$ cat config.mk
export PLATFORM = sky130hd
export DESIGN_NAME = axis_arb_mux_flat
export DESIGN_NICKNAME = d
export VERILOG_FILES = /design/src/rtl/axis_pkg.sv /design/src/rtl/axis_arb_mux_if.sv /design/src/rtl/axis_rr_arb.sv /design/src/rtl/axis_arb_mux.sv /design/src/flat_wrapper.sv
export SDC_FILE = /design/constraint.sdc
export NUM_CORES = 1
export LEC_CHECK = 0
export BUFFER_PORTS_ARGS = -buffer_cell sky130_fd_sc_hd__buf_2
export CORE_MARGIN = 8
export CORE_UTILIZATION = 50
export DETAILED_ROUTE_END_ITERATION = 8
export GPL_TIMING_DRIVEN = 1
export PLACE_DENSITY_LB_ADDON = 0.05
export SYNTH_ARGS = -nofsm -noshare
export SYNTH_HDL_FRONTEND = slang
export SYNTH_SLANG_ARGS = --single-unit
$ cat constraint.sdc
create_clock -name clk -period 3.8 [get_ports clk]
set_input_delay 0.76 -clock clk [delete_from_list [all_inputs] [get_ports clk]]
set_output_delay 0.76 -clock clk [all_outputs]
set_load 0.03 [all_outputs]
$ cat src/rtl/axis_pkg.sv
// Shared definitions for the AXI-Stream arbitrated mux: arbiter FSM states and
// the bit layout of one beat as it is stored in the output skid register.
package axis_pkg;

    typedef enum logic [0:0] {
        ST_IDLE = 1'b0,
        ST_BUSY = 1'b1
    } arb_state_e;

    // Stored beat layout, LSB first: tdata | tkeep | tlast | tuser.
    function automatic int keep_offset(input int data_width);
        return data_width;
    endfunction

    function automatic int last_offset(input int data_width, input int keep_width);
        return data_width + keep_width;
    endfunction

    function automatic int user_offset(input int data_width, input int keep_width);
        return data_width + keep_width + 1;
    endfunction

    function automatic int packed_width(input int data_width, input int keep_width,
                                        input int user_width);
        return data_width + keep_width + 1 + user_width;
    endfunction

endpackage

$ cat src/rtl/axis_arb_mux_if.sv
// Bundle of the merged AXI-Stream ports of axis_arb_mux: packed per-input slave
// side, single master side and the grant status outputs.
interface axis_arb_mux_if #(
    parameter int S_COUNT    = 4,
    parameter int DATA_WIDTH = 8,
    parameter int KEEP_WIDTH = (DATA_WIDTH + 7) / 8,
    parameter int USER_WIDTH = 1
);
    localparam int IW = $clog2(S_COUNT);

    logic [S_COUNT*DATA_WIDTH-1:0] s_axis_tdata;
    logic [S_COUNT*KEEP_WIDTH-1:0] s_axis_tkeep;
    logic [S_COUNT*USER_WIDTH-1:0] s_axis_tuser;
    logic [S_COUNT-1:0]            s_axis_tvalid;
    logic [S_COUNT-1:0]            s_axis_tlast;
    logic [S_COUNT-1:0]            s_axis_tready;

    logic [DATA_WIDTH-1:0]         m_axis_tdata;
    logic [KEEP_WIDTH-1:0]         m_axis_tkeep;
    logic [USER_WIDTH-1:0]         m_axis_tuser;
    logic                          m_axis_tvalid;
    logic                          m_axis_tlast;
    logic                          m_axis_tready;

    logic [IW-1:0]                 grant_index;
    logic                          grant_valid;

    // The mux itself.
    modport slave (
        input  s_axis_tdata, s_axis_tkeep, s_axis_tuser, s_axis_tvalid, s_axis_tlast,
        input  m_axis_tready,
        output s_axis_tready,
        output m_axis_tdata, m_axis_tkeep, m_axis_tuser, m_axis_tvalid, m_axis_tlast,
        output grant_index, grant_valid
    );

    // The environment around the mux: sources and sink.
    modport master (
        output s_axis_tdata, s_axis_tkeep, s_axis_tuser, s_axis_tvalid, s_axis_tlast,
        output m_axis_tready,
        input  s_axis_tready,
        input  m_axis_tdata, m_axis_tkeep, m_axis_tuser, m_axis_tvalid, m_axis_tlast,
        input  grant_index, grant_valid
    );

endinterface

$ cat src/rtl/axis_rr_arb.sv
// Round-robin priority encoder: picks the first requester strictly after
// last_grant in ascending order, wrapping from S_COUNT-1 back to 0.
module axis_rr_arb
    import axis_pkg::*;
#(
    parameter int S_COUNT = 4,
    parameter int IW      = $clog2(S_COUNT)
)(
    input  logic [S_COUNT-1:0] request,
    input  logic [IW-1:0]      last_grant,
    output logic [IW-1:0]      grant,
    output logic               grant_valid
);

    // Walk offsets from farthest to nearest so the nearest requester wins.
    always_comb begin
        grant       = '0;
        grant_valid = 1'b0;
        for (int k = S_COUNT; k >= 1; k--) begin
            int idx;
            idx         = int'(last_grant) + k;
            idx         = (idx >= S_COUNT) ? (idx - S_COUNT) : idx;
            grant       = request[idx] ? IW'(idx) : grant;
            grant_valid = grant_valid | request[idx];
        end
    end

endmodule

$ cat src/rtl/axis_arb_mux.sv
// Frame-atomic round-robin AXI-Stream mux: an IDLE/BUSY grant FSM feeding a
// two-entry skid register whose input ready is simply !expansion_valid.
module axis_arb_mux
    import axis_pkg::*;
#(
    parameter int S_COUNT     = 4,
    parameter int DATA_WIDTH  = 8,
    parameter int KEEP_ENABLE = int'(DATA_WIDTH > 8),
    parameter int KEEP_WIDTH  = (DATA_WIDTH + 7) / 8,
    parameter int LAST_ENABLE = 1,
    parameter int USER_ENABLE = 0,
    parameter int USER_WIDTH  = 1
)(
    input  logic          clk,
    input  logic          rst,
    axis_arb_mux_if.slave bus
);

    localparam int IW = $clog2(S_COUNT);
    localparam int KO = keep_offset(DATA_WIDTH);
    localparam int LO = last_offset(DATA_WIDTH, KEEP_WIDTH);
    localparam int UO = user_offset(DATA_WIDTH, KEEP_WIDTH);
    localparam int W  = packed_width(DATA_WIDTH, KEEP_WIDTH, USER_WIDTH);

    arb_state_e      state_r, state_s;
    logic [IW-1:0]   grant_index_r, grant_index_s;
    logic [IW-1:0]   last_grant_r, last_grant_s;
    logic [IW-1:0]   arb_grant_s;
    logic            arb_valid_s;
    int              sel_s;
    logic [W-1:0]    beat_s, out_s;
    logic            in_valid_s, in_ready_s, accept_s;
    logic [S_COUNT-1:0] s_ready_s;
    logic [W-1:0]    pri_r, exp_r;
    logic            pri_v_r, exp_v_r;

    axis_rr_arb #(.S_COUNT(S_COUNT)) u_arb (
        .request     (bus.s_axis_tvalid),
        .last_grant  (last_grant_r),
        .grant       (arb_grant_s),
        .grant_valid (arb_valid_s)
    );

    assign sel_s      = int'(grant_index_r);
    assign in_ready_s = !exp_v_r;
    assign accept_s   = in_valid_s && in_ready_s;

    // Select the granted input and fill disabled sideband fields with their fixed values.
    always_comb begin
        beat_s                     = '0;
        beat_s[DATA_WIDTH-1:0]     = bus.s_axis_tdata[sel_s*DATA_WIDTH +: DATA_WIDTH];
        beat_s[KO +: KEEP_WIDTH]   = (KEEP_ENABLE != 0) ?
                                     bus.s_axis_tkeep[sel_s*KEEP_WIDTH +: KEEP_WIDTH] :
                                     {KEEP_WIDTH{1'b1}};
        beat_s[LO]                 = (LAST_ENABLE != 0) ? bus.s_axis_tlast[sel_s] : 1'b1;
        beat_s[UO +: USER_WIDTH]   = (USER_ENABLE != 0) ?
                                     bus.s_axis_tuser[sel_s*USER_WIDTH +: USER_WIDTH] :
                                     {USER_WIDTH{1'b0}};
        in_valid_s                 = (state_r == ST_BUSY) && bus.s_axis_tvalid[sel_s];
    end

    // Only the granted input ever sees ready, and only while BUSY.
    always_comb begin
        s_ready_s = '0;
        if (state_r == ST_BUSY) begin
            s_ready_s[sel_s] = in_ready_s;
        end else begin
            s_ready_s = '0;
        end
    end

    // Grant FSM next-state: arbitrate in IDLE, release after the accepted tlast beat.
    always_comb begin
        state_s       = state_r;
        grant_index_s = grant_index_r;
        last_grant_s  = last_grant_r;
        case (state_r)
            ST_IDLE: begin
                if (arb_valid_s) begin
                    state_s       = ST_BUSY;
                    grant_index_s = arb_grant_s;
                end else begin
                    state_s       = ST_IDLE;
                end
            end
            ST_BUSY: begin
                if (accept_s && beat_s[LO]) begin
                    state_s      = ST_IDLE;
                    last_grant_s = grant_index_r;
                end else begin
                    state_s      = ST_BUSY;
                end
            end
            default: begin
                state_s = ST_IDLE;
            end
        endcase
    end

    // Grant FSM state register.
    always_ff @(posedge clk or negedge rst) begin
        if (!rst) begin
            state_r       <= ST_IDLE;
            grant_index_r <= '0;
            last_grant_r  <= IW'(S_COUNT - 1);
        end else begin
            state_r       <= state_s;
            grant_index_r <= grant_index_s;
            last_grant_r  <= last_grant_s;
        end
    end

    // Skid register: on a stall the older primary beat moves to expansion, which then drives m_axis.
    always_ff @(posedge clk or negedge rst) begin
        if (!rst) begin
            pri_r   <= '0;
            exp_r   <= '0;
            pri_v_r <= 1'b0;
            exp_v_r <= 1'b0;
        end else if (exp_v_r) begin
            if (bus.m_axis_tready) begin
                exp_v_r <= 1'b0;
            end
        end else if (accept_s) begin
            pri_r   <= beat_s;
            pri_v_r <= 1'b1;
            if (pri_v_r && !bus.m_axis_tready) begin
                exp_r   <= pri_r;
                exp_v_r <= 1'b1;
            end
        end else if (bus.m_axis_tready) begin
            pri_v_r <= 1'b0;
        end
    end

    assign out_s             = exp_v_r ? exp_r : pri_r;
    assign bus.m_axis_tvalid = pri_v_r | exp_v_r;
    assign bus.m_axis_tdata  = out_s[DATA_WIDTH-1:0];
    assign bus.m_axis_tkeep  = out_s[KO +: KEEP_WIDTH];
    assign bus.m_axis_tlast  = out_s[LO];
    assign bus.m_axis_tuser  = out_s[UO +: USER_WIDTH];
    assign bus.s_axis_tready = s_ready_s;
    assign bus.grant_index   = grant_index_r;
    assign bus.grant_valid   = (state_r == ST_BUSY);

endmodule

$ cat src/flat_wrapper.sv
// flat-port wrapper written by rule: the top's interface ports become plain ports
module axis_arb_mux_flat import axis_pkg::*;
#(
    parameter int S_COUNT     = 4,
    parameter int DATA_WIDTH  = 8,
    parameter int KEEP_ENABLE = int'(DATA_WIDTH > 8),
    parameter int KEEP_WIDTH  = (DATA_WIDTH + 7) / 8,
    parameter int LAST_ENABLE = 1,
    parameter int USER_ENABLE = 0,
    parameter int USER_WIDTH  = 1
)
  (clk, rst, bus_s_axis_tdata, bus_s_axis_tkeep, bus_s_axis_tuser, bus_s_axis_tvalid, bus_s_axis_tlast, bus_m_axis_tready, bus_s_axis_tready, bus_m_axis_tdata, bus_m_axis_tkeep, bus_m_axis_tuser, bus_m_axis_tvalid, bus_m_axis_tlast, bus_grant_index, bus_grant_valid);
  axis_arb_mux_if #(.S_COUNT(S_COUNT), .DATA_WIDTH(DATA_WIDTH), .KEEP_WIDTH(KEEP_WIDTH), .USER_WIDTH(USER_WIDTH)) bus_i ();
  input  logic clk;
  input  logic rst;
  input wire logic [$bits(bus_i.s_axis_tdata)-1:0] bus_s_axis_tdata;
  input wire logic [$bits(bus_i.s_axis_tkeep)-1:0] bus_s_axis_tkeep;
  input wire logic [$bits(bus_i.s_axis_tuser)-1:0] bus_s_axis_tuser;
  input wire logic [$bits(bus_i.s_axis_tvalid)-1:0] bus_s_axis_tvalid;
  input wire logic [$bits(bus_i.s_axis_tlast)-1:0] bus_s_axis_tlast;
  input wire logic [$bits(bus_i.m_axis_tready)-1:0] bus_m_axis_tready;
  output wire logic [$bits(bus_i.s_axis_tready)-1:0] bus_s_axis_tready;
  output wire logic [$bits(bus_i.m_axis_tdata)-1:0] bus_m_axis_tdata;
  output wire logic [$bits(bus_i.m_axis_tkeep)-1:0] bus_m_axis_tkeep;
  output wire logic [$bits(bus_i.m_axis_tuser)-1:0] bus_m_axis_tuser;
  output wire logic [$bits(bus_i.m_axis_tvalid)-1:0] bus_m_axis_tvalid;
  output wire logic [$bits(bus_i.m_axis_tlast)-1:0] bus_m_axis_tlast;
  output wire logic [$bits(bus_i.grant_index)-1:0] bus_grant_index;
  output wire logic [$bits(bus_i.grant_valid)-1:0] bus_grant_valid;
  assign bus_i.s_axis_tdata = bus_s_axis_tdata;
  assign bus_i.s_axis_tkeep = bus_s_axis_tkeep;
  assign bus_i.s_axis_tuser = bus_s_axis_tuser;
  assign bus_i.s_axis_tvalid = bus_s_axis_tvalid;
  assign bus_i.s_axis_tlast = bus_s_axis_tlast;
  assign bus_i.m_axis_tready = bus_m_axis_tready;
  assign bus_s_axis_tready = bus_i.s_axis_tready;
  assign bus_m_axis_tdata = bus_i.m_axis_tdata;
  assign bus_m_axis_tkeep = bus_i.m_axis_tkeep;
  assign bus_m_axis_tuser = bus_i.m_axis_tuser;
  assign bus_m_axis_tvalid = bus_i.m_axis_tvalid;
  assign bus_m_axis_tlast = bus_i.m_axis_tlast;
  assign bus_grant_index = bus_i.grant_index;
  assign bus_grant_valid = bus_i.grant_valid;
  axis_arb_mux #(.S_COUNT(S_COUNT), .DATA_WIDTH(DATA_WIDTH), .KEEP_ENABLE(KEEP_ENABLE), .KEEP_WIDTH(KEEP_WIDTH), .LAST_ENABLE(LAST_ENABLE), .USER_ENABLE(USER_ENABLE), .USER_WIDTH(USER_WIDTH)) u_core (.clk(clk), .rst(rst), .bus(bus_i));
endmodule
**After elaboration in Yosys (flattened, before gate mapping)**

Index checks and enable logic that the tools add are counted.

- Multiplexer cells: 37
- $add $sub $neg: 8
- Order comparisons: 10
- Bitwise operators: 7
- Reduce and logical (&&, ||, !) cells: 13
- Shifts and indexed selects: 1

Operators by type and width:

| cell | count |
|---|---|
| < comparator 32 x 4 -> 1 bit (second input constant) | 4 |
| 2-to-1 mux 32 bit | 4 |
| greater-or-equal comparator 32 x 4 -> 1 bit (second input constant) | 1 |
| variable part select 32 x 6 -> 8 bit | 1 |
| subtractor 32 x 4 -> 32 bit (second input constant) | 1 |
| 2-to-1 mux 1 bit | 19 |
| binary-select mux 1 bit (select 2 bit) | 6 |
| subtractor 3 x 3 -> 4 bit (second input constant) | 3 |
| 2-to-1 mux 10 bit | 1 |
| greater-or-equal comparator 3 bit (second input constant) | 3 |
| 2-to-1 mux 2 bit | 4 |
| AND reduction 2 bit | 4 |
| adder 2 x 2 -> 3 bit (second input constant) | 2 |
| logical AND 1 bit | 5 |
| adder 2 x 3 -> 4 bit (second input constant) | 1 |
| bitwise AND 4 bit | 1 |
| 2-to-1 mux 4 bit | 1 |
| OR 1 bit | 4 |
| adder 2 x 1 -> 3 bit (second input constant) | 1 |
| < comparator 2 x 3 -> 1 bit (second input constant) | 1 |
| AND reduction 3 bit | 1 |
| demux 1 bit (select 2 bit) | 1 |
| greater-or-equal comparator 2 x 1 -> 1 bit (second input constant) | 1 |
| logical NOT 1 bit | 2 |
| other kinds (3) | 4 |

- Register bits: 27
- Output and inout bits: 19
- Bits of input ports: 51
- Word-level logic and storage cells: 83

**Logic depth before layout (Yosys ltp)**

Gate-level depths: netlist of the first run.

- Depth after elaboration: 11
- Gate-level depth with buffers: 6
- Gate-level depth less buffers: 4

**Cells and area by module**

A second synthesis of the first run with hierarchy kept.

- Cells, all modules: 119
- Area, all modules: 1,577.8 µm²

By module, submodules not included:

| module | instances | sequential area each (µm²) | cells an instance | area an instance (µm²) |
|---|---|---|---|---|
| axis_arb_mux | 1 | 678.2 | 105 | 1,486.4 |
| axis_rr_arb | 1 | 0.0 | 14 | 91.3 |

**Least setup slack after synthesis of the first run**

No wires, ideal clock.

- Kind: reg-to-output
- Start: reg u_core.grant_index_r[1], in the netlist u_core.bus.grant_index[1]
- End: out bus_s_axis_tready[2]
- Arrival: 1.552 ns
- Setup slack: 1.488 ns
- Cell stages (with the launch flop): 5
- Buffers on the path: 2
- Data required time: 3.040 ns
- Cells stage by stage: dfrtp_1 buf_4 clkbuf_1 inv_1 nor2_1

- Word-level cells in the longest chain between the ends: 6
- Elaborated cells between the ends (all ways): 7
- Classes of those cells: order compare: 2; mux: 3; bitwise: 1; reduce/logical: 1

RTL lines:

| what | RTL line | RTL |
|---|---|---|
| start: declaration | axis_arb_mux.sv:26 | `logic [IW-1:0] grant_index_r, grant_index_s;` |
| start signal: assignment | axis_arb_mux.sv:108 | `grant_index_r <= grant_index_s;` |
| < comparator 2 x 3 -> 1 bit (implied by the code) / greater-or-equal comparator 2 x 1 -> 1 bit (equally long branches) | axis_arb_mux.sv:66 | `s_ready_s[sel_s] = in_ready_s;` |
| logical AND 1 bit (implied by the code) | axis_arb_mux.sv:66 |  |
| 2-to-1 mux 1 bit (implied by the code) | axis_arb_mux.sv:66 |  |
| demux 1 bit (select 2 bit) * | -- |  |
| bitwise AND 4 bit (no line) * | -- |  |
| 2-to-1 mux 4 bit * | axis_arb_mux.sv:65 | `if (state_r == ST_BUSY) begin` |
| end: declaration | flat_wrapper.sv:22 | `output wire logic [$bits(bus_i.s_axis_tready)-1:0] bus_s_axis_tready;` |

Mark *: on every way between the ends. The rest lies on a longest branch, timed or not.

**Worst setup path in the final report of the first run**

- Start: reg u_core.exp_v_r
- End: reg u_core.exp_r[9]

- Word-level cells in the longest chain between the ends: 3
- Elaborated cells between the ends (all ways): 4
- Classes of those cells: bitwise: 1; reduce/logical: 3

RTL lines:

| what | RTL line | RTL |
|---|---|---|
| start: declaration | axis_arb_mux.sv:35 | `logic pri_v_r, exp_v_r;` |
| start signal: assignment | axis_arb_mux.sv:119 | `exp_v_r <= 1'b0;` |
| start signal: assignment | axis_arb_mux.sv:122 | `exp_v_r <= 1'b0;` |
| start signal: assignment | axis_arb_mux.sv:129 | `exp_v_r <= 1'b1;` |
| logical NOT 1 bit | axis_arb_mux.sv:45 | `assign in_ready_s = !exp_v_r;` |
| logical AND 1 bit | axis_arb_mux.sv:46 | `assign accept_s = in_valid_s && in_ready_s;` |
| AND reduction 3 bit (no line) * | -- |  |
| end signal: assignment | axis_arb_mux.sv:128 | `exp_r <= pri_r;` |
| end: declaration | axis_arb_mux.sv:34 | `logic [W-1:0] pri_r, exp_r;` |

Marks and branches as above.
A chain may end at the register's enable or synchronous reset.

==> impl_metrics.sql, run 1 <==
INSERT INTO impl_metrics (metric_group, metric, value, unit) VALUES
('timing', 'finalSetupTns', '0', 'ns'),
('setup_path', 'path_max_fanout', '18', ''),
('synth', 'yosysSeqAreaShare', '0.4329', ''),
('setup_path', 'worst_ep_required_time', '4.01', 'ns'),
('floorplanning', 'initial_utilization', '0.5174', ''),
('detailed_routing', 'drc_errors', '0', ''),
('floorplanning', 'die_x', '71.98', 'um'),
('setup_path', 'critical_path_class', 'reg -> reg', ''),
('floorplanning', 'boundaryPins', '70', ''),
('detailed_routing', 'routedWlPerCell', '15.32', 'um'),
('timing', 'rsz_0062_raised_after_global_routing', 'no', ''),
('timing', 'final_hold_viol_count', '0', ''),
('power', 'cellInternalPower', '0.9680', 'mW'),
('setup_path', 'startpoint', 'u_core.exp_v_r', ''),
('global_routing', 'global_route_wire_length_before_repair', '5630', 'um'),
('synth', 'synth.lib_cells_used.distinct', '29', ''),
('layout', 'layout.filler_cells', '244', ''),
('cts', 'cts-root-to-sink-buffers', '2', ''),
('detailed_routing', 'route.final.wire_length', '3340', 'um'),
('cts', 'postCtsHoldBufs', '0', ''),
('timing', 'whs', '0.4147', 'ns'),
('cts', 'clkSlewWorstSetupHoldPaths', '0.15', 'ns'),
('detailed_routing', 'vias', '1151', ''),
('setup_path', 'reg2reg_slack', '1.16', 'ns'),
('power', 'comb_power_share', '0.562', ''),
('timing', 'finClkSkew', '0.01130', 'ns'),
('layout', 'area.growth.synth_to_final', '21.57', '%'),
('run_status', 'status', 'completed', ''),
('layout', 'layout-drive-gt1-share', '0.6264', ''),
('power', 'totalPowerFinal', '1.684', 'mW'),
('layout', 'regArea', '678.2', 'sq um'),
('timing', 'min_period', '2.638', 'ns'),
('layout', 'insertedDiodeCount', '0', ''),
('layout', 'postLayoutCoreUtil', '0.6289', ''),
('synth', 'synth_top_area_share', '0.3994', ''),
('timing', 'setup_violations', '0', ''),
('cts', 'ctsHtreeMaxLevel', '1', ''),
('synth', 'number_of_nets_produced_by_synthesis', '168', ''),
('cts', 'cts_buffers', '3', ''),
('detailed_routing', 'antenna_left', '0', ''),
('power', 'pwr_density_cell', '884.3', 'mW/mm^2'),
('setup_path', 'worst_r2r_path_depth', '5', ''),
('placed_design', 'routabilityCongestion', '0.8195', ''),
('detailed_routing', 'first_drt_iteration_drcs', '24', ''),
('power', 'power.sequential.fraction', '0.364', ''),
('layout', 'final_net_count', '226', ''),
('placed_design', 'dp_hpwl', '2602', 'um'),
('power', 'switching_share', '0.4252', ''),
('cts', 'numClockSinks', '27', ''),
('synth', 'synth_enable_flop_cells', '0', ''),
('global_routing', 'grt_max_degree', '28', ''),
('placed_design', 'port_buffers', '60', ''),
('synth', 'ys_ff_latch', '27', ''),
('floorplanning', 'floorplan.rows', '20', ''),
('synth', 'ys.flop_type', 'sky130_fd_sc_hd__dfrtp_1', ''),
('power', 'cellLeakagePower', '0.9066', 'nW'),
('timing', 'timing_worst_slew_pin_value', '0.7171', 'ns'),
('setup_path', 'cp-end-kind', 'register', ''),
('setup_path', 'critical_path.reg2reg.startpoint', 'u_core.exp_v_r', ''),
('detailed_routing', 'drt_pass1_iterations', '4', ''),
('synth', 'yosys.area.top_type', 'sky130_fd_sc_hd__dfrtp_1', ''),
('timing', 'worst_slew_margin_rel', '0.5205', ''),
('synth', 'yosysWarningCount', '0', ''),
('setup_path', 'timing.critical_path.arrival', '2.85', 'ns'),
('layout', 'area_of_combinational_cells_with_multiple_inputs', '822.0', 'sq um'),
('cts', 'worst_skew_pair.late_latency', '0.32', 'ns'),
('flow_run', 'number_of_maximum_capacitance_constraint_violations', '0', ''),
('cts', 'tritoncts_clock_tree', 'done', ''),
('synth', 'yosys-top-cells-area', 'sky130_fd_sc_hd__dfrtp_1, sky130_fd_sc_hd__mux2_2, sky130_fd_sc_hd__mux4_2, sky130_fd_sc_hd__mux2_4, sky130_fd_sc_hd__dfstp_2', ''),
('global_routing', 'grtUsageTotal', '0.1346', ''),
('detailed_routing', 'avgViaCountPerCell', '5.280', '');
[state kept, by name (all words and copies together) (netlist names)]
signal and cells:
u_core.exp_r 10, u_core.bus.grant_index 2, u_core.pri_r 10, u_core.last_grant_r 2, u_core.pri_v_r 1, u_core.bus.grant_valid 1, u_core.exp_v_r 1
[power by group through the flow]
stage,logic (mW),registers (mW),clock network [mW]
after floorplan,0.819,0.548,0
after global placement,0.946,0.612,0
after detailed placement,0.960,0.624,0
after CTS,0.964,0.617,0.131
after global routing,1.02,0.643,0.140
final,0.947,0.614,0.123
[through the flow]
step	std cells	setup slack [ns]
after floorplan	117	1.488
after detailed placement	214	1.136
after global routing	218	0.9343
after CTS	218	1.119
final	218	1.162
after global placement	214	1.153
[synthesized netlist by cell type (all sizes together) (3+ instances only)]
library cell,count
mux2i,5
dfrtp,25
inv,3
nand2b,4
o21ai,3
nor2,8
a21oi,3
mux4,8
buf,6
mux2,30
[layout by cell type, fill, tap and decap left out]
| cell type | n |
|---|---|
| sky130_fd_sc_hd__mux2_2 | 20 |
| sky130_fd_sc_hd__nand3b_1 | 2 |
| sky130_fd_sc_hd__nand2b_1 | 4 |
| sky130_fd_sc_hd__dfstp_2 | 2 |
| sky130_fd_sc_hd__buf_4 | 1 |
| sky130_fd_sc_hd__buf_2 | 60 |
| sky130_fd_sc_hd__mux4_2 | 8 |
| sky130_fd_sc_hd__clkbuf_4 | 3 |
| sky130_fd_sc_hd__or2_2 | 2 |
| sky130_fd_sc_hd__a31oi_1 | 1 |
| sky130_fd_sc_hd__o21ai_0 | 3 |
| sky130_fd_sc_hd__o221ai_1 | 1 |
| sky130_fd_sc_hd__clkinvlp_4 | 1 |
| sky130_fd_sc_hd__o22ai_2 | 1 |
| sky130_fd_sc_hd__conb_1 | 1 |
| sky130_fd_sc_hd__a21o_1 | 2 |
| sky130_fd_sc_hd__inv_1 | 3 |
| sky130_fd_sc_hd__or3b_4 | 1 |
| sky130_fd_sc_hd__mux2i_1 | 5 |
| sky130_fd_sc_hd__dfrtp_1 | 25 |
| sky130_fd_sc_hd__nor2_1 | 8 |
| sky130_fd_sc_hd__nor4_1 | 2 |
| sky130_fd_sc_hd__mux2_4 | 10 |
| sky130_fd_sc_hd__a211o_1 | 1 |
| sky130_fd_sc_hd__a21oi_1 | 3 |
| sky130_fd_sc_hd__nand2_1 | 1 |
| sky130_fd_sc_hd__o22ai_1 | 1 |
| sky130_fd_sc_hd__nor2b_1 | 1 |
| sky130_fd_sc_hd__nor4b_1 | 1 |
[per-layer routing]
metal | vias up | GRT usage | wire length (um)
met5 | - | 0 | 0
met4 | 0 | 0.03401 | 12
met3 | 2 | 0.03306 | 127
met2 | 23 | 0.2601 | 1864
met1 | 581 | 0.1398 | 1334
li1 | 545 | - | -
[worst paths after layout]
path	end
max	u_core.exp_r[9]
min	u_core.exp_r[5]
max reg2reg	u_core.exp_r[9]
min reg2reg	u_core.exp_r[8]
max in group asynchronous	u_core.last_grant_r[0]
min in group clk	u_core.exp_r[8]
[logic make-up (layout without fill, tap and decap cells)]
kind of cell / after synthesis / count (layout) / share of synthesized area
muxes: 43 / 43 / 0.3866
buffers and inverters: 11 / 68 / 0.04233
and+or+nand+nor: 22 / 22 / 0.07987
AOI/OAI and AO/OA: 13 / 13 / 0.05591
other: 1 / 1 / 0.002394
DFF: 27 / 27 / 0.4329
[area by class of cell]
class	count	share of cell area
sequential	27	0.3561
timing repair buffer	61	0.1616
tap	44	0.02891
clock buffer	3	0.01183
clock inverter	1	0.003942
inverter	3	0.005913
multi-input combinational	79	0.4317
[worst max-delay path: stages, from the launching register on]
cell                       delay (ns)
sky130_fd_sc_hd__dfrtp_1         0.66
sky130_fd_sc_hd__or3b_4          0.52
sky130_fd_sc_hd__o22ai_2         0.11
sky130_fd_sc_hd__buf_4           0.23
sky130_fd_sc_hd__nand3b_1        0.52
sky130_fd_sc_hd__mux2_4          0.49
Power figures use the tool's default switching activity.
==> run 2: changes to the inputs <==
--- a/config.mk
+++ b/config.mk
@@ -7,7 +7,7 @@
 export LEC_CHECK = 0
 export BUFFER_PORTS_ARGS = -buffer_cell sky130_fd_sc_hd__buf_2
 export CORE_MARGIN = 8
-export CORE_UTILIZATION = 50
+export CORE_UTILIZATION = 47
 export DETAILED_ROUTE_END_ITERATION = 8
 export GPL_TIMING_DRIVEN = 1
 export PLACE_DENSITY_LB_ADDON = 0.05
==> constraint.sdc (replaced) <==
create_clock -name clk -period 2.7 [get_ports clk]
set_input_delay 0.54 -clock clk [delete_from_list [all_inputs] [get_ports clk]]
set_output_delay 0.54 -clock clk [all_outputs]
set_load 0.03 [all_outputs]
==> impl_metrics.sql, run 2 (synthesized netlist as in run 1, its figures left out) <==
INSERT INTO impl_metrics (metric_group, metric, value, unit) VALUES
('cts', 'worst_skew_pair.late_latency', '0.33', 'ns'),
('timing', 'timing_worst_slew_pin_value', '0.5996', 'ns'),
('cts', 'post_cts.resized_instances', '0', ''),
('global_routing', 'global_route_wire_length_before_repair', '5437', 'um'),
('floorplanning', 'floorplan.rows', '21', ''),
('timing', 'finalSetupTns', '0', 'ns'),
('setup_path', 'slowest_delay', '0.44', 'ns'),
('cts', 'numClockSinks', '27', ''),
('timing', 'setup_violations', '0', ''),
('layout', 'final_net_count', '230', ''),
('detailed_routing', 'drc_errors', '0', ''),
('cts', 'clkSlewWorstSetupHoldPaths', '0.15', 'ns'),
('cts', 'post_cts_buffers', '0', ''),
('timing', 'final_hold_viol_count', '0', ''),
('layout', 'final_common_cell', 'sky130_fd_sc_hd__buf_2', ''),
('layout', 'area.growth.synth_to_final', '23.64', '%'),
('cts', 'postCtsHoldBufs', '0', ''),
('timing', 'worst_slew_margin_rel', '0.6003', ''),
('run_status', 'status', 'completed', ''),
('global_routing', 'grt_pass1_vias', '1264', ''),
('layout', 'postLayoutCoreUtil', '0.5945', ''),
('floorplanning', 'die-area', '0.005436', 'sq mm'),
('power', 'cellLeakagePower', '0.9258', 'nW'),
('layout', 'final_area', '0.001937', 'sq mm'),
('setup_path', 'worst_ep_required_time', '2.16', 'ns'),
('placed_design', 'dp_hpwl', '2639', 'um'),
('timing', 'final.period_utilization', '0.7716', ''),
('timing', 'finClkSkew', '0.01272', 'ns'),
('placed_design', 'routabilityCongestion', '0.8014', ''),
('flow_run', 'number_of_maximum_capacitance_constraint_violations', '0', ''),
('power', 'maximum_vdd_drop', '0.0005368', 'V'),
('detailed_routing', 'antenna_left', '0', ''),
('setup_path', 'timing.critical_path.arrival', '1.54', 'ns'),
('setup_path', 'crit_path_top_delay_cell', 'sky130_fd_sc_hd__dfrtp_1', ''),
('floorplanning', 'die_h', '73.73', 'um'),
('layout', 'insertedDiodeCount', '0', ''),
('power', 'totalPowerFinal', '2.413', 'mW'),
('detailed_routing', 'drt_pass1_iterations', '4', ''),
('detailed_routing', 'avgViaCountPerCell', '5.174', ''),
('floorplanning', 'die_x', '73.73', 'um'),
('timing', 'slew_violations', '0', ''),
('global_routing', 'grt_max_degree', '28', ''),
('global_routing', 'antenna_found_initial', '0', ''),
('power', 'pwr_density_cell', '1246', 'mW/mm^2'),
('layout', 'layout-drive-gt1-share', '0.6348', ''),
('layout', 'layout.filler_cells', '289', ''),
('cts', 'cts_root_buf', 'sky130_fd_sc_hd__clkbuf_4', ''),
('setup_path', 'crit_chain', 'buf_4, mux2_2, buf_2', ''),
('cts', 'ctsHtreeMaxLevel', '1', ''),
('detailed_routing', 'vias', '1159', ''),
('setup_path', 'path_max_fanout', '14', ''),
('floorplanning', 'core-area', '0.003258', 'sq mm'),
('detailed_routing', 'route.final.wire_length', '3382', 'um'),
('detailed_routing', 'first_drt_iteration_drcs', '36', ''),
('layout', 'leading_cell_types_in_the_layout_fill_and_taps_excluded', 'sky130_fd_sc_hd__buf_2, sky130_fd_sc_hd__dfrtp_1, sky130_fd_sc_hd__mux2_2, sky130_fd_sc_hd__mux2_4', ''),
('detailed_routing', 'routedWlPerCell', '15.10', 'um'),
('global_routing', 'globalRouteOverflowTotal', '0', ''),
('floorplanning', 'initial_utilization', '0.4808', ''),
('floorplanning', 'boundaryPins', '70', ''),
('cts', 'cts-root-to-sink-buffers', '2', ''),
('cts', 'tritoncts_clock_tree', 'done', ''),
('layout', 'largestRegisters', 'u_core.exp_r x10, u_core.pri_r x10', ''),
('timing', 'max_freq', '480.0', 'MHz'),
('setup_path', 'crit_path_start_kind', 'register', ''),
('timing', 'rsz_0062_raised_after_global_routing', 'no', ''),
('timing', 'min_period', '2.083', 'ns'),
('setup_path', 'cp-end-kind', 'output pin', ''),
('global_routing', 'grtUsageTotal', '0.1295', ''),
('placed_design', 'dpl_cell_area', '0.001907', 'sq mm'),
('placed_design', 'port_buffers', '60', ''),
('setup_path', 'critical_path_class', 'reg -> out', ''),
('cts', 'cts_buffers', '3', ''),
('min_path', 'hold_path.class', 'in -> async', '');
run 2: cell count changes in the layout (fill, tap and decap cells not counted), sizes merged:
cell / change
buf: +4
run 2: per-stage QoR:
step | cells | setup WS, ns | hold slack, ns
global route | 224 | 0.5093 | 0.2149
finish | 224 | 0.6166 | 0.1858
CTS | 224 | 0.5889 | 0.1942
detailed placement | 220 | 0.6695 | 0.4807
global placement | 220 | 0.6838 | 0.4714
floorplan | 117 | 0.6077 | 0.2444
run 2: final cells by class:
cell class / instances / area, sq um / area share
timing repair buffer: 65 / 337.8 / 0.1744
tap: 46 / 57.56 / 0.02972
sequential: 27 / 678.2 / 0.3501
clock buffer: 3 / 22.52 / 0.01163
clock inverter: 1 / 7.507 / 0.003876
inverter: 3 / 11.26 / 0.005814
multi-input combinational: 79 / 822.0 / 0.4244
run 2: worst paths after layout:
check | from | to | slack, ns | cells past startpoint
worst min-delay path | rst | u_core.pri_r[7] | 0.19 | 1
worst max-delay path | u_core.exp_v_r | bus_m_axis_tdata[0] | 0.62 | 3
worst max register to register | u_core.bus.grant_valid | u_core.exp_r[8] | 0.72 | 5
worst min register to register | u_core.pri_r[8] | u_core.pri_r[8] | 0.51 | 1
max in group asynchronous | rst | u_core.pri_r[2] | 2.11 | 1
min in group clk | bus_m_axis_tready | u_core.exp_v_r | 0.37 | 2
run 2: where the power goes:
part	switching, mW	internal, mW	total (mW)
Clock	0.120	0.0567	0.177
Sequential	0.143	0.615	0.758
Combinational	0.759	0.719	1.48
run 2: critical path: cells and delay by family (launching register included):
kind | cells | cell delay (ns)
buffers and inverters | 2 | 0.42
muxes | 1 | 0.35
DFF | 1 | 0.44
run 2: layer usage:
| metal | wire length [um] | vias up | GRT usage |
|---|---|---|---|
| met2 | 1839 | 34 | 0.2402 |
| met5 | 0 | - | 0 |
| li1 | - | 555 | - |
| met4 | 24 | 0 | 0.02661 |
| met3 | 172 | 5 | 0.03547 |
| met1 | 1345 | 565 | 0.1414 |
==> run 3: changes to the inputs <==
--- a/config.mk
+++ b/config.mk
@@ -7,7 +7,7 @@
 export LEC_CHECK = 0
 export BUFFER_PORTS_ARGS = -buffer_cell sky130_fd_sc_hd__buf_2
 export CORE_MARGIN = 8
-export CORE_UTILIZATION = 47
+export CORE_UTILIZATION = 42
 export DETAILED_ROUTE_END_ITERATION = 8
 export GPL_TIMING_DRIVEN = 1
 export PLACE_DENSITY_LB_ADDON = 0.05
==> constraint.sdc (replaced) <==
create_clock -name clk -period 1.8 [get_ports clk]
set_input_delay 0.36 -clock clk [delete_from_list [all_inputs] [get_ports clk]]
set_output_delay 0.36 -clock clk [all_outputs]
set_load 0.03 [all_outputs]
==> impl_metrics.sql, run 3 (synthesized netlist as in run 1, its figures left out) <==
INSERT INTO impl_metrics (metric_group, metric, value, unit) VALUES
('run_status', 'status', 'completed', ''),
('floorplanning', 'core-area', '0.003633', 'sq mm'),
('layout', 'final_net_count', '235', ''),
('power', 'comb_power_share', '0.615', ''),
('setup_path', 'crit_chain', 'buf_8, mux2_2, buf_2', ''),
('flow_run', 'number_of_maximum_capacitance_constraint_violations', '0', ''),
('cts', 'numClockSinks', '27', ''),
('power', 'power.sequential.fraction', '0.300', ''),
('cts', 'ctsHtreeMaxLevel', '1', ''),
('setup_path', 'critPathTopFamily', 'flip-flops', ''),
('setup_path', 'cp-end-kind', 'output pin', ''),
('setup_path', 'timing.critical_path.arrival', '1.38', 'ns'),
('placed_design', 'dp_hpwl', '2842', 'um'),
('placed_design', 'place_worst_setup_slack', '0.09326', 'ns'),
('floorplanning', 'die_x', '77.07', 'um'),
('timing', 'finClkSkew', '0.001483', 'ns'),
('detailed_routing', 'routedWlPerCell', '15.26', 'um'),
('setup_path', 'startpoint', 'u_core.exp_v_r', ''),
('timing', 'final.period_utilization', '0.9643', ''),
('detailed_routing', 'antenna_left', '0', ''),
('detailed_routing', 'vias', '1172', ''),
('setup_path', 'crit_buf_inv', '2', ''),
('setup_path', 'slowest_delay', '0.42', 'ns'),
('global_routing', 'grt_max_degree', '28', ''),
('cts', 'tritoncts_clock_tree', 'done', ''),
('cts', 'cts_buffers', '3', ''),
('layout', 'final_common_cell', 'sky130_fd_sc_hd__buf_2', ''),
('cts', 'cts-root-to-sink-buffers', '2', ''),
('detailed_routing', 'route.final.wire_length', '3525', 'um'),
('layout', 'insertedDiodeCount', '0', ''),
('floorplanning', 'die_h', '77.07', 'um'),
('setup_path', 'reg2reg_slack', '0.07', 'ns'),
('power', 'cellLeakagePower', '0.9576', 'nW'),
('detailed_routing', 'drt_pass1_iterations', '4', ''),
('cts', 'clkSlewWorstSetupHoldPaths', '0.08', 'ns'),
('placed_design', 'port_buffers', '60', ''),
('power', 'pwr_density_cell', '1896', 'mW/mm^2'),
('setup_path', 'worst_ep_required_time', '1.44', 'ns'),
('setup_path', 'critical_path.reg2reg.startpoint', 'u_core.bus.grant_index[1]', ''),
('power', 'cellInternalPower', '2.266', 'mW'),
('floorplanning', 'initial_utilization', '0.4311', ''),
('global_routing', 'grt_pass1_vias', '1387', ''),
('layout', 'area.growth.synth_to_final', '29.15', '%'),
('detailed_routing', 'avgViaCountPerCell', '5.074', ''),
('global_routing', 'global_route_wire_length_before_repair', '6134', 'um'),
('floorplanning', 'die-area', '0.005940', 'sq mm'),
('cts', 'cts_root_buf', 'sky130_fd_sc_hd__clkbuf_8', ''),
('timing', 'max_freq', '576.2', 'MHz'),
('timing', 'worst_slew_margin_rel', '0.6148', ''),
('detailed_routing', 'drc_errors', '0', ''),
('power', 'power_frac_clock', '0.085', ''),
('setup_path', 'path_max_fanout', '14', ''),
('timing', 'whs', '0.08799', 'ns'),
('power', 'total_switching_power', '1.569', 'mW'),
('power', 'switching_share', '0.4092', ''),
('floorplanning', 'floorplan.rows', '22', ''),
('global_routing', 'grtUsageTotal', '0.1233', ''),
('global_routing', 'antenna_found_initial', '0', ''),
('setup_path', 'crit_path_top_delay_cell', 'sky130_fd_sc_hd__dfrtp_1', ''),
('timing', 'setup_violations', '0', ''),
('power', 'maximum_vdd_drop', '0.0008515', 'V'),
('setup_path', 'critical_path_class', 'reg -> out', ''),
('placed_design', 'routabilityCongestion', '0.7350', ''),
('layout', 'layout-drive-gt1-share', '0.6667', ''),
('cts', 'worst_skew_pair.late_latency', '0.26', 'ns'),
('setup_path', 'crit_path_start_kind', 'register', ''),
('layout', 'largestRegisters', 'u_core.exp_r x10, u_core.pri_r x10', ''),
('timing', 'slew_violations', '0', ''),
('timing', 'final_hold_viol_count', '0', ''),
('min_path', 'hold_path.class', 'in -> async', ''),
('timing', 'rsz_0062_raised_after_global_routing', 'yes', ''),
('timing', 'min_period', '1.736', 'ns'),
('floorplanning', 'boundaryPins', '70', ''),
('timing', 'final.setup.worst_slack', '0.06435', 'ns'),
('timing', 'timing_worst_slew_pin_value', '0.5778', 'ns'),
('layout', 'leading_cell_types_in_the_layout_fill_and_taps_excluded', 'sky130_fd_sc_hd__buf_2, sky130_fd_sc_hd__dfrtp_1, sky130_fd_sc_hd__mux2_2, sky130_fd_sc_hd__buf_4, sky130_fd_sc_hd__mux2_4', ''),
('global_routing', 'globalRouteOverflowTotal', '0', ''),
('detailed_routing', 'first_drt_iteration_drcs', '44', '');
run 3: changes by cell type in the layout (fill, tap and decap cells not counted), sizes merged:
| cell | before | now |
|---|---|---|
| buf | 65 | 70 |
| clkinvlp | 1 | 0 |
| clkbuf | 3 | 4 |
run 3: layout make-up:
type	count	area [sq um]
inverters	3	11.26
clock buffers	4	45.04
multi-input cells	79	838.3
flip-flops and latches	27	680.7
fillers	331	1610
well taps	48	60.06
repair buffers	70	387.9
run 3: worst reg2reg max path, stage by stage (launching register included):
cell                      delay (ns)
sky130_fd_sc_hd__dfrtp_2        0.47
sky130_fd_sc_hd__mux2i_1        0.20
sky130_fd_sc_hd__nor4b_1        0.43
sky130_fd_sc_hd__o22ai_1        0.25
sky130_fd_sc_hd__mux2_2         0.32
run 3: what timing repair did:
item / 4_1_cts / 5_1_grt
resized for setup: 1 / 8
buffers inserted: 0 / 1
endpoints found under the setup margin: 9 / 25
pin swaps: 0 / 1
hold buffers: 0 / 0
run 3: stage by stage:
stage	TNS, ns	util	area [sq um]	power [mW]	std cells
floorplan	-0.03609	-	1573	2.900	117
detailed placement	0	0.5355	1946	3.486	226
finish	0	0.5568	2023	3.835	231
CTS	0	0.5489	1994	3.831	230
global placement	0	0.5355	1946	3.434	226
global route	-0.04256	0.5568	2023	4.119	231
run 3: metal layers:
metal	track usage	part of all wire	routed length [um]
met5	0	0	0
met4	0.02830	0.0017	6
met3	0.02448	0.045	160
met2	0.2285	0.54	1895
met1	0.1410	0.41	1461
run 3: path summary, 6_finish.rpt:
check / end / depth (start not counted)
min reg2reg: u_core.pri_r[8] / 1
min in group clk: u_core.exp_v_r / 2
max reg2reg: u_core.last_grant_r[1] / 4
max in group asynchronous: u_core.bus.grant_valid / 1
max: bus_m_axis_tkeep / 3
min: u_core.exp_r[7] / 1
run 3: power by group through the flow:
| stage | Sequential (mW) | Clock (mW) | Combinational, mW |
|---|---|---|---|
| after CTS | 1.15 | 0.342 | 2.34 |
| after floorplan | 1.16 | 0 | 1.74 |
| final | 1.15 | 0.325 | 2.36 |
| after global routing | 1.20 | 0.372 | 2.55 |
| after global placement | 1.13 | 0 | 2.30 |
| after detailed placement | 1.16 | 0 | 2.33 |
